==> config.mk <==
export PLATFORM = sky130hd
export DESIGN_NAME = inst_fetch_flat
export DESIGN_NICKNAME = d
export VERILOG_FILES = /design/src/rtl/inst_fetch_if.sv /design/src/rtl/inst_fetch.sv /design/src/flat_wrapper.sv
export SDC_FILE = /design/constraint.sdc
export NUM_CORES = 1
export LEC_CHECK = 0
export CORE_ASPECT_RATIO = 1.5
export CORE_MARGIN = 4
export CORE_UTILIZATION = 52
export CTS_BUF_LIST = sky130_fd_sc_hd__clkbuf_8
export DETAILED_ROUTE_END_ITERATION = 8
export PLACE_DENSITY = 0.87
export RECOVER_POWER = 100
export SYNTH_ARGS = -nofsm -noshare
export SYNTH_HDL_FRONTEND = slang
export SYNTH_SLANG_ARGS = --single-unit
==> constraint.sdc <==
create_clock -name clk -period 3.45 [get_ports clk]
set_clock_uncertainty 0.1 [all_clocks]
set_input_delay 0.8625 -clock clk [delete_from_list [all_inputs] [get_ports clk]]
set_output_delay 0.8625 -clock clk [all_outputs]
set_load 0.03 [all_outputs]
==> src/rtl/inst_fetch_if.sv <==
// Fetch-unit bus bundle: ROM request/response handshake plus the ID-stage
// queue head, stall and redirect signals.
interface inst_fetch_if #(
    parameter int ADDR_W = 32,
    parameter int INST_W = 32
);
    logic              o_romEnable;
    logic [ADDR_W-1:0] o_romAddr;
    logic [INST_W-1:0] i_romInst;
    logic              i_romValid;

    logic              o_instValid;
    logic [ADDR_W-1:0] o_pc;
    logic [INST_W-1:0] o_inst;
    logic              i_stall;
    logic              i_redirect;
    logic [ADDR_W-1:0] i_redirectPc;

    modport master (
        output o_romEnable,
        output o_romAddr,
        input  i_romInst,
        input  i_romValid,
        output o_instValid,
        output o_pc,
        output o_inst,
        input  i_stall,
        input  i_redirect,
        input  i_redirectPc
    );

    modport slave (
        input  o_romEnable,
        input  o_romAddr,
        output i_romInst,
        output i_romValid,
        input  o_instValid,
        input  o_pc,
        input  o_inst,
        output i_stall,
        output i_redirect,
        output i_redirectPc
    );
endinterface

==> src/rtl/inst_fetch.sv <==
// Instruction fetch unit: ROM valid/hold requester feeding a DEPTH-entry
// {pc, inst} prefetch queue, with stall backpressure and flushing redirect.
module inst_fetch #(
    parameter int              ADDR_W   = 32,
    parameter int              INST_W   = 32,
    parameter int              DEPTH    = 4,
    parameter logic [ADDR_W-1:0] RESET_PC = '0
) (
    input  logic         clk,
    input  logic         rst,
    inst_fetch_if.master bus
);
    localparam int PTR_W = $clog2(DEPTH);
    localparam int CNT_W = $clog2(DEPTH + 1);
    localparam logic [ADDR_W-1:0] STEP = ADDR_W'(INST_W / 8);
    localparam logic [CNT_W-1:0]  FULL = CNT_W'(DEPTH);

    typedef enum logic [1:0] {
        S_IDLE = 2'd0,
        S_REQ  = 2'd1,
        S_WAIT = 2'd2,
        S_DROP = 2'd3
    } state_t;

    state_t            r_state;
    state_t            w_state_next;
    logic [ADDR_W-1:0] r_req_addr;
    logic [ADDR_W-1:0] w_req_addr_next;
    logic [ADDR_W-1:0] r_next_pc;
    logic [ADDR_W-1:0] w_next_pc_next;
    logic [PTR_W-1:0]  r_rd_ptr;
    logic [PTR_W-1:0]  r_wr_ptr;
    logic [CNT_W-1:0]  r_count;
    logic [CNT_W-1:0]  w_count_after;

    logic [ADDR_W-1:0] r_q_pc   [DEPTH];
    logic [INST_W-1:0] r_q_inst [DEPTH];

    logic              w_push;
    logic              w_pop;
    logic              w_not_empty;
    logic [ADDR_W-1:0] w_inc_addr;

    assign w_not_empty = (r_count != '0);
    assign w_inc_addr  = r_req_addr + STEP;

    // Redirect suppresses both queue operations in the cycle it is seen.
    assign w_push = (r_state == S_REQ) && bus.i_romValid && !bus.i_redirect;
    assign w_pop  = w_not_empty && !bus.i_stall && !bus.i_redirect;

    always_comb begin
        w_count_after = r_count;
        if (w_push && !w_pop) begin
            w_count_after = r_count + CNT_W'(1);
        end else if (!w_push && w_pop) begin
            w_count_after = r_count - CNT_W'(1);
        end
    end

    always_comb begin
        w_state_next    = r_state;
        w_req_addr_next = r_req_addr;
        w_next_pc_next  = r_next_pc;
        if (bus.i_redirect) begin
            w_next_pc_next = bus.i_redirectPc;
            // An unanswered request cannot be withdrawn, so its response is
            // absorbed in DROP before the new address goes on the bus.
            if (((r_state == S_REQ) || (r_state == S_DROP)) && !bus.i_romValid) begin
                w_state_next = S_DROP;
            end else begin
                w_state_next    = S_REQ;
                w_req_addr_next = bus.i_redirectPc;
            end
        end else begin
            case (r_state)
                S_IDLE: begin
                    w_state_next    = S_REQ;
                    w_req_addr_next = RESET_PC;
                end
                S_REQ: begin
                    if (bus.i_romValid) begin
                        w_next_pc_next  = w_inc_addr;
                        w_req_addr_next = w_inc_addr;
                        w_state_next    = (w_count_after < FULL) ? S_REQ : S_WAIT;
                    end
                end
                S_WAIT: begin
                    if (w_pop) begin
                        w_state_next    = S_REQ;
                        w_req_addr_next = r_next_pc;
                    end
                end
                S_DROP: begin
                    if (bus.i_romValid) begin
                        w_state_next    = S_REQ;
                        w_req_addr_next = r_next_pc;
                    end
                end
                default: begin
                    w_state_next = S_IDLE;
                end
            endcase
        end
    end

    always_ff @(posedge clk or posedge rst) begin
        if (rst) begin
            r_state    <= S_IDLE;
            r_req_addr <= RESET_PC;
            r_next_pc  <= RESET_PC;
        end else begin
            r_state    <= w_state_next;
            r_req_addr <= w_req_addr_next;
            r_next_pc  <= w_next_pc_next;
        end
    end

    always_ff @(posedge clk or posedge rst) begin
        if (rst) begin
            r_rd_ptr <= '0;
            r_wr_ptr <= '0;
            r_count  <= '0;
        end else if (bus.i_redirect) begin
            r_rd_ptr <= '0;
            r_wr_ptr <= '0;
            r_count  <= '0;
        end else begin
            if (w_push) begin
                r_wr_ptr <= r_wr_ptr + PTR_W'(1);
            end
            if (w_pop) begin
                r_rd_ptr <= r_rd_ptr + PTR_W'(1);
            end
            r_count <= w_count_after;
        end
    end

    // Entry storage carries no reset; o_instValid gates every read.
    generate
        for (genvar gi = 0; gi < DEPTH; gi++) begin : g_entry
            always_ff @(posedge clk) begin
                if (w_push && (r_wr_ptr == PTR_W'(gi))) begin
                    r_q_pc[gi]   <= r_req_addr;
                    r_q_inst[gi] <= bus.i_romInst;
                end
            end
        end
    endgenerate

    assign bus.o_romEnable = (r_state == S_REQ) || (r_state == S_DROP);
    assign bus.o_romAddr   = r_req_addr;
    assign bus.o_instValid = w_not_empty;
    assign bus.o_pc        = w_not_empty ? r_q_pc[r_rd_ptr]   : '0;
    assign bus.o_inst      = w_not_empty ? r_q_inst[r_rd_ptr] : '0;

endmodule

==> src/flat_wrapper.sv <==
// flat-port wrapper written by rule: the top's interface ports become plain ports
module inst_fetch_flat 
#(
    parameter int              ADDR_W   = 32,
    parameter int              INST_W   = 32,
    parameter int              DEPTH    = 4,
    parameter logic [ADDR_W-1:0] RESET_PC = '0
)
  (clk, rst, bus_o_romEnable, bus_o_romAddr, bus_i_romInst, bus_i_romValid, bus_o_instValid, bus_o_pc, bus_o_inst, bus_i_stall, bus_i_redirect, bus_i_redirectPc);
  inst_fetch_if #(.ADDR_W(ADDR_W), .INST_W(INST_W)) bus_i ();
  input  logic clk;
  input  logic rst;
  output wire logic [$bits(bus_i.o_romEnable)-1:0] bus_o_romEnable;
  output wire logic [$bits(bus_i.o_romAddr)-1:0] bus_o_romAddr;
  input wire logic [$bits(bus_i.i_romInst)-1:0] bus_i_romInst;
  input wire logic [$bits(bus_i.i_romValid)-1:0] bus_i_romValid;
  output wire logic [$bits(bus_i.o_instValid)-1:0] bus_o_instValid;
  output wire logic [$bits(bus_i.o_pc)-1:0] bus_o_pc;
  output wire logic [$bits(bus_i.o_inst)-1:0] bus_o_inst;
  input wire logic [$bits(bus_i.i_stall)-1:0] bus_i_stall;
  input wire logic [$bits(bus_i.i_redirect)-1:0] bus_i_redirect;
  input wire logic [$bits(bus_i.i_redirectPc)-1:0] bus_i_redirectPc;
  assign bus_o_romEnable = bus_i.o_romEnable;
  assign bus_o_romAddr = bus_i.o_romAddr;
  assign bus_i.i_romInst = bus_i_romInst;
  assign bus_i.i_romValid = bus_i_romValid;
  assign bus_o_instValid = bus_i.o_instValid;
  assign bus_o_pc = bus_i.o_pc;
  assign bus_o_inst = bus_i.o_inst;
  assign bus_i.i_stall = bus_i_stall;
  assign bus_i.i_redirect = bus_i_redirect;
  assign bus_i.i_redirectPc = bus_i_redirectPc;
  inst_fetch #(.ADDR_W(ADDR_W), .INST_W(INST_W), .DEPTH(DEPTH), .RESET_PC(RESET_PC)) u_core (.clk(clk), .rst(rst), .bus(bus_i));
endmodule
* After elaboration in Yosys (flattened, before gate mapping)
Memory sizes are Yosys's and may differ from the RTL's.
Index checks and enable logic that the tools add are counted.
** Operators by class
- $add $sub $neg :: 5
- $lt $le $gt $ge :: 1
- Equal/unequal tests :: 10
- Multiplexer cells :: 50
- Reductions and logical operators :: 33
** Operators with widths (count)
- $mux W32 :: 15
- $reduce_or A32 Y1 :: 6
- $pmux W32 S4 :: 1
- $add A32 B3 Y32 const B :: 1
- $mux W2 :: 16
- $mux W1 :: 14
- $logic_and A1 B1 Y1 :: 11
- $mux W3 :: 3
- $eq A2 B2 Y1 const B :: 4
- $pmux W2 S4 :: 1
- $reduce_bool A2 Y1 :: 4
- $ne A3 B3 Y1 const B :: 2
- $logic_not A1 Y1 :: 5
- $add A2 B1 Y2 const B :: 2
- $eq A2 B1 Y1 const B :: 2
- $logic_not A2 Y1 :: 2
- $reduce_and A4 Y1 :: 1
- $add A3 B1 Y3 const B :: 1
- $lt A3 B3 Y1 const B :: 1
- $ne A3 B2 Y1 const B :: 1
- $reduce_and A3 Y1 :: 1
- $reduce_bool A3 Y1 :: 1
- $sub A3 B1 Y3 const B :: 1
- $ne A2 B2 Y1 const B :: 1
- 2 further kinds :: 2
** Storage, ports and cells
- Bits in registers :: 73
- Memory bits (writable) :: 256
- Input port bits :: 69
- Output and inout port bits :: 98
- Word-level logic and storage cells :: 107
- Memories :: 2
** Memory list
- u_core.r_q_inst :: depth 4, width 32, read ports 1, clocked after memory_dff 0, write ports 1, RTL line inst_fetch.sv:37 : logic [INST_W-1:0] r_q_inst [DEPTH];
- u_core.r_q_pc :: depth 4, width 32, read ports 1, clocked after memory_dff 0, write ports 1, RTL line inst_fetch.sv:36 : logic [ADDR_W-1:0] r_q_pc [DEPTH];

* Logic depth before layout (Yosys ltp)
Gate-level depths: netlist of the first run.
- Depth after elaboration :: 12
- Gate-level depth with buffers :: 9
- Depth with buffers taken out :: 7

* Worst setup path before layout of the first run
OpenSTA, ideal clock, no wires.
- Kind :: input to register
- Start point :: input bus_i_romValid
- End point :: memory u_core.r_q_inst[0][0], enable pin
- Setup time :: 0.429 ns
- Arrival :: 3.141 ns
- Required time :: 2.921 ns
- Path slack :: -0.221 ns
- Cell stages on the path :: 4
- Buffers on the path :: 2
- Cells stage by stage :: and3b_1 -> clkbuf_1 -> clkbuf_1 -> and3_1
** On the way
- Cells in the longest elaborated chain, start to end :: 9
- Elaborated cells on any way between the ends :: 23
- Those cells by class :: mux: 14; reduce/logical: 9
** RTL lines
- start, declared :: RTL line flat_wrapper.sv:16 : input wire logic [$bits(bus_i.i_romValid)-1:0] bus_i_romValid;
- $logic_and A1 B1 Y1 (*) (2 in series) :: RTL line inst_fetch.sv:48 : assign w_push = (r_state == S_REQ) && bus.i_romValid && !bus.i_redirect;
- $logic_and A1 B1 Y1 :: RTL line inst_fetch.sv:142 : if (w_push && (r_wr_ptr == PTR_W'(gi))) begin
- $mux W1 :: RTL line inst_fetch.sv:142
- $mux W1 (implied by the code) :: RTL line inst_fetch.sv:144 : r_q_inst[gi] <= bus.i_romInst;
- $reduce_or A32 Y1 (no source line)
- $mux W2 (no source line) or $mux W1 (tied branches) (3 in series)
- end, declared :: RTL line inst_fetch.sv:37
Mark *: on every way between the ends. The rest lies on a longest branch, timed or not.

* Final worst setup path of the first run
- Start point :: register u_core.r_count[0]
- End point :: output bus_o_inst[30]
** On the way
- Cells in the longest elaborated chain, start to end :: 2
** RTL lines
- start, declared :: RTL line inst_fetch.sv:33 : logic [CNT_W-1:0] r_count;
- start signal, assigned :: RTL line inst_fetch.sv:134 : r_count <= w_count_after;
- $reduce_bool A3 Y1 :: RTL line inst_fetch.sv:44 : assign w_not_empty = (r_count != '0);
- $mux W32 :: RTL line inst_fetch.sv:154 : assign bus.o_inst = w_not_empty ? r_q_inst[r_rd_ptr] : '0;
- end, declared :: RTL line flat_wrapper.sv:19 : output wire logic [$bits(bus_i.o_inst)-1:0] bus_o_inst;
Every way passes these cells.

==> results of run 1 <==
## power groups by stage
stage          Sequential [mW]  Combinational (mW)  Clock (mW)
6_report                  5.13                4.29        3.28
5_1_grt                   5.18                4.61        3.55
4_1_cts                   5.13                4.47        3.37
3_5_place_dp              5.22                4.68           0
3_3_place_gp              5.19                4.63           0
2_1_floorplan             5.23                2.71           0
## worst max-delay path: stages, from the launching register on
cell and delay (ns):
dfrtp_1 0.39, inv_1 0.12, ha_1 0.16, nor2b_1 0.29
inv_2 0.08, buf_12 0.20, and2_0 0.18, dlygate4sd2_1 0.36
## worst max path at each step
stage                                  start               endpoint  slack (ns)  cells after the start
final                      u_core.r_count[0]         bus_o_inst[30]        0.13                      7
after global routing       u_core.r_count[0]           bus_o_pc[10]      0.0009                      7
after CTS                 u_core.r_rd_ptr[0]         bus_o_inst[23]        0.05                      4
after detailed placement  u_core.r_rd_ptr[0]         bus_o_inst[23]        0.36                      4
after global placement    u_core.r_rd_ptr[0]         bus_o_inst[30]        0.38                      4
after floorplan               bus_i_romValid  u_core.r_q_inst[0][0]        0.48                      4
## repair_timing
action                                  4_1_cts  5_1_grt
endpoints found under the setup margin       52        1
hold buffers                                  0        0
gates resized for setup                      52        0
setup buffers                                 1        2
## layout by cell type, fill, tap and decap left out, types with 4 or more instances in the layout
cell / n
edfxtp_1: 256
dfrtp_1: 71
dlygate4sd3_1: 67
mux4_2: 64
o21ai_0: 62
nand2_1: 56
and2_1: 52
dlygate4sd2_1: 52
clkbuf_8: 50
nor2_1: 36
clkdlybuf4s50_1: 33
inv_1: 28
a22oi_1: 23
a21oi_1: 23
buf_4: 20
xnor2_1: 19
nand3_1: 17
and3_1: 16
and2_0: 13
clkbuf_2: 13
clkbuf_1: 13
nand4_1: 12
xor2_1: 12
clkinv_2: 9
ha_1: 8
buf_12: 8
mux2i_1: 7
bufinv_16: 7
clkinv_1: 6
nor3_1: 6
o22ai_1: 6
o2bb2ai_1: 5
nand2b_1: 4
o31a_1: 4
o211ai_1: 4
o311a_1: 4
a22o_1: 4
## through the flow
stage | power [mW] | worst slack [ns] | util (%) | area (um^2)
6_report | 12.7 | 0.128 | 64.4 | 17100
5_1_grt | 13.3 | 0.000916 | 64.4 | 17100
4_1_cts | 13.0 | 0.0506 | 65.2 | 17300
3_5_place_dp | 9.91 | 0.362 | 61.6 | 16400
3_3_place_gp | 9.82 | 0.383 | 61.6 | 16400
2_1_floorplan | 7.94 | 0.485 | - | 14000
## final cells by class
type	count	area share, %
clock inverter	35	1.91
sequential	329	55.7
tap	337	2.47
inverter	16	0.351
multi-input combinational	506	24.5
timing repair buffer	208	11.1
antenna	2	0.0293
clock buffer	50	4.02
## metal layers
| metal | vias up | wire (um) |
|---|---|---|
| li1 | 3941 | - |
| met4 | 0 | 836 |
| met1 | 4382 | 11800 |
| met2 | 354 | 16900 |
| met5 | - | 0 |
| met3 | 66 | 1950 |
## sequential cells by signal, summed over array words and instances (netlist names)
register              flops
u_core.r_q_pc           128
u_core.r_q_inst         128
u_core.r_state            2
u_core.r_wr_ptr           2
u_core.r_rd_ptr           2
u_core.r_next_pc         32
u_core.bus.o_romAddr     32
u_core.r_count            3
## cell families after synthesis
| family | count (synthesis) | synth area share, % |
|---|---|---|
| AOI/OAI and AO/OA | 166 | 7.76 |
| xor gates and xnor gates | 31 | 1.94 |
| adders and majority gates | 8 | 0.715 |
| buffers and inverters | 76 | 2.12 |
| DFF | 329 | 67.9 |
| muxes | 73 | 11.0 |
| and+or+nand+nor | 228 | 8.59 |
==> impl_metrics.ini, run 1 <==
[worst_setup_path]
r2r_cells = 8
timing.rr.start = u_core.r_count[0]
end_kind = primary output
crit_fanout = 65
reg2reg_slack_ns = 0.16
cp.arrival_ns = 2.36
required_ns = 2.49
r2r-end = u_core.bus.o_romAddr[19]
path_class = reg2out
worst_setup_path_start_kind = flop

[global_routing]
antenna_found_initial = 2
use_met1_pct = 26.9
grt-busiest-layer = met2
grt_max_degree = 73
grt_pass1_wl_um = 49900
grt_use_met3_pct = 3.32
grt-ovfl-total = 0
use_met2_pct = 37.7
grt_pass1_vias = 8989
gr-usage-all-layers_pct = 21.4

[synthesis]
yosys-top-cells-area = edfxtp_1 55%, dfrtp_1 13%, mux4_2 10%, and2_1 2.9%, o21ai_0 2.2%
synth_top_area_share_pct = 54.9
async_flop_share_pct = 22.2
synth_edf_count = 256
synth.avg_cell_area_um2 = 15.4
ys_ff_latch = 329
synth_ff_type = edfxtp_1
yosysTopAreaCell = edfxtp_1
ys_warn_count = 0
synthMostInstantiatedCell = edfxtp_1
syn_nets = 988
synth_common_cells = 256 x edfxtp_1, 73 x dfrtp_1, 65 x and2_1
syn_area_mm2 = 0.0140
ys_seq_area_share_pct = 67.9
yosysUniqueCellTypes = 58
postSynthCellCount = 911

[pwr]
power_frac_comb_pct = 33.8
p_leak_nw = 6.23
internal-power_mw = 8.38
seq_power_share_pct = 40.4
power.switching_mw = 4.33
swShare_pct = 34.1
powerDensity_mw_per_mm2 = 743
ir_drop_uv = 473
clkPwrFrac_pct = 25.8

[sta]
worst_pin_slew_ns = 1.22
drv_slew = 0
period_needed_ns = 3.32
fmax_mhz = 301
final-hold-violation-count = 0
slew_headroom_pct = 18.5
fin_tns_setup_ns = 0
whs_ns = 0.403
rsz0062_at_grt = false
final-setup-viol-count = 0
finalCritPeriodShare_pct = 96.3

[status]
outcome = completed

[floorplan]
rows = 73
num_io_pins = 167
initial_core_util_pct = 52.7
die_area_mm2 = 0.0297
core_mm2 = 0.0266
die_w_um = 142
die_height_um = 209

[layout]
n_fill_cell = 1885
stdcell_count = 1483
multi_input_area_mm2 = 0.00419
drive_above_1_share_pct = 16.0
fin_nets = 1186
ff_latch_area_mm2 = 0.00952
syn_to_final_growth_pct = 22.1

[cts]
cts_buffers = 48
clk_pin_slew_ns = 0.07
cts_tree = built
root_buffer = clkbuf_8
cts_max_path_buffers = 3
worstSkewPairLatency_ns = 0.57
cts_sinks = 329
htree_num_levels = 2

[placement]
finalWeightedCongestion = 0.870
dp.cells = 1393
dp_hpwl_um = 20200
portBuffers = 166

[flow_run]
drv_cap = 0

[drt]
dr_total_vias = 8743
antenna_left = 0
first_pass_iters = 5
drt_iter0_markers = 843
drt-vias-per-instance = 5.90
wl_per_cell_um = 21.3
totalWireLength_um = 31500
drc = 0

[worst_hold_path]
min-delay-start = u_core.bus.o_romAddr[19]
hp-class = reg2reg
whs_path_depth = 0
whs_endpoint = u_core.r_q_pc[0][19]
(Power assumes the default switching activity.)
==> run 2: changes to the inputs <==
--- a/config.mk
+++ b/config.mk
@@ -10,7 +10,7 @@
 export CORE_UTILIZATION = 52
 export CTS_BUF_LIST = sky130_fd_sc_hd__clkbuf_8
 export DETAILED_ROUTE_END_ITERATION = 8
-export PLACE_DENSITY = 0.87
+export PLACE_DENSITY = 0.74
 export RECOVER_POWER = 100
 export SYNTH_ARGS = -nofsm -noshare
 export SYNTH_HDL_FRONTEND = slang
==> impl_metrics.ini, run 2 (synthesized netlist as in run 1, its figures left out) <==
[status]
outcome = completed

[global_routing]
grt-ovfl-total = 0
grt_pass1_wl_um = 50300
gr-usage-all-layers_pct = 21.6
antenna_found_initial = 1
grt_pass1_vias = 8921
grt_max_degree = 66

[cts]
cts_buffers = 49
clk_pin_slew_ns = 0.06
cts_tree = built
worstSkewPairLatency_ns = 0.56
cts_max_path_buffers = 3
htree_num_levels = 2
cts_sinks = 329
post-cts-setup-buffer-count = 0
holdBufCountCts = 0
root_buffer = clkbuf_8

[sta]
fin_ws_ns = 0.100
slew_headroom_pct = 8.15
period_needed_ns = 3.35
final-setup-viol-count = 0
worst_pin_slew_ns = 1.38
drv_slew = 0
final-hold-violation-count = 0
fmax_mhz = 299
rsz0062_at_grt = true
finalCritPeriodShare_pct = 97.1

[pwr]
swShare_pct = 35.2
power_frac_comb_pct = 35.0
internal-power_mw = 7.95
powerDensity_mw_per_mm2 = 721
ir_drop_uv = 597
power_mw = 12.3
power.switching_mw = 4.33
p_leak_nw = 6.18
seq_power_share_pct = 41.8
clkPwrFrac_pct = 23.2

[placement]
place_ws_ns = 0.407
dp.cells = 1403
portBuffers = 166
dp_hpwl_um = 20800
finalWeightedCongestion = 0.856

[worst_setup_path]
cp.arrival_ns = 2.39
end_kind = primary output
crit_fanout = 65
timing.rr.start = u_core.r_count[0]
path_class = reg2out
worst_setup_path_start_kind = flop
worstSetupStartpoint = u_core.r_count[0]
required_ns = 2.49

[floorplan]
initial_core_util_pct = 52.7
die_w_um = 142
die_area_mm2 = 0.0297
core_mm2 = 0.0266
die_height_um = 209
rows = 73
num_io_pins = 167

[worst_hold_path]
min-delay-start = u_core.r_next_pc[29]
hp-class = reg2reg

[drt]
drt-vias-per-instance = 5.82
drc = 0
totalWireLength_um = 31500
first_pass_iters = 5
wl_per_cell_um = 21.1
antenna_left = 0
dr_total_vias = 8682
drt_iter0_markers = 662

[layout]
drive_above_1_share_pct = 15.2
n_fill_cell = 1980
final_common_cell = edfxtp_1
final_cell_mix = 256 x edfxtp_1, 71 x dfrtp_1, 67 x dlygate4sd3_1
fin_nets = 1194
multi_input_area_mm2 = 0.00418
largest_registers = u_core.r_q_inst: 128 flops, u_core.r_q_pc: 128 flops
ff_latch_area_mm2 = 0.00952
syn_to_final_growth_pct = 21.5
final_util_pct = 64.0
stdcell_count = 1493

[flow_run]
drv_cap = 0
==> run 2: cell types whose count changed in the layout (fill, tap and decap cells not counted), sizes merged <==
| cell | change |
|---|---|
| clkinvlp | +3 |
| clkbuf | +7 |
| dlygate4sd2 | -2 |
| bufinv | -6 |
| clkinv | +1 |
| diode | -1 |
| clkdlybuf4s15 | +3 |
| inv | +5 |
==> run 2: per-layer routing <==
| layer | share of wire, % | up-vias | track usage [%] |
|---|---|---|---|
| met5 | 0 | - | 0 |
| met4 | 2.1 | 0 | 6.46 |
| met3 | 5.1 | 54 | 3.16 |
| met2 | 53 | 297 | 37.0 |
| met1 | 40 | 4391 | 28.8 |
| li1 | - | 3940 | - |
==> run 2: worst paths after layout <==
kind                       slack [ns]                       end  cells after the start
setup / recovery                 0.10              bus_o_pc[23]                      7
hold / removal                   0.41      u_core.r_next_pc[29]                      2
setup reg to reg                 0.30   u_core.bus.o_romAddr[9]                      9
hold reg to reg                  0.41      u_core.r_next_pc[29]                      2
max in group asynchronous        0.78  u_core.bus.o_romAddr[19]                      3
min in group asynchronous        0.96      u_core.r_next_pc[14]                      2
==> run 2: critical path: stages, from the launching register on <==
cell	delay, ns
dfrtp_1	0.36
inv_1	0.09
ha_1	0.21
nor2b_2	0.19
inv_2	0.07
buf_12	0.22
and2_1	0.22
dlygate4sd2_1	0.41
==> run 2: timing repair <==
action,CTS,global route
setup endpoints to repair,56,12
gates resized for setup,58,10
pin swaps,0,0
==> run 2: area by class of cell <==
type,count,area share [%]
timing repair buffer,215,11.5
tap,337,2.48
clock inverter,38,1.10
sequential,329,55.9
antenna,1,0.0147
clock buffer,51,4.12
inverter,16,0.353
multi-input combinational,506,24.5
==> run 2: stage by stage <==
step	area [um^2]	TNS, ns	hold WS (ns)
6_report	17000	0	0.414
5_1_grt	17000	-0.0122	0.447
4_1_cts	17300	0	0.415
3_5_place_dp	16500	0	0.401
3_3_place_gp	16500	0	0.388
2_1_floorplan	14000	0	0.374
==> run 2: power groups by stage <==
stage	combinational, mW	clock, mW	sequential (mW)
floorplan	2.71	0	5.23
global placement	4.68	0	5.18
detailed placement	4.74	0	5.21
CTS	4.49	2.93	5.13
global route	4.61	3.14	5.18
finish	4.29	2.85	5.13
==> run 3: changes to the inputs <==
--- a/config.mk
+++ b/config.mk
@@ -5,6 +5,7 @@
 export SDC_FILE = /design/constraint.sdc
 export NUM_CORES = 1
 export LEC_CHECK = 0
+export CAP_MARGIN = 10
 export CORE_ASPECT_RATIO = 1.5
 export CORE_MARGIN = 4
 export CORE_UTILIZATION = 52
==> results of run 3 <==
No change in the layout: final DEF, timing and power equal those of run 2.
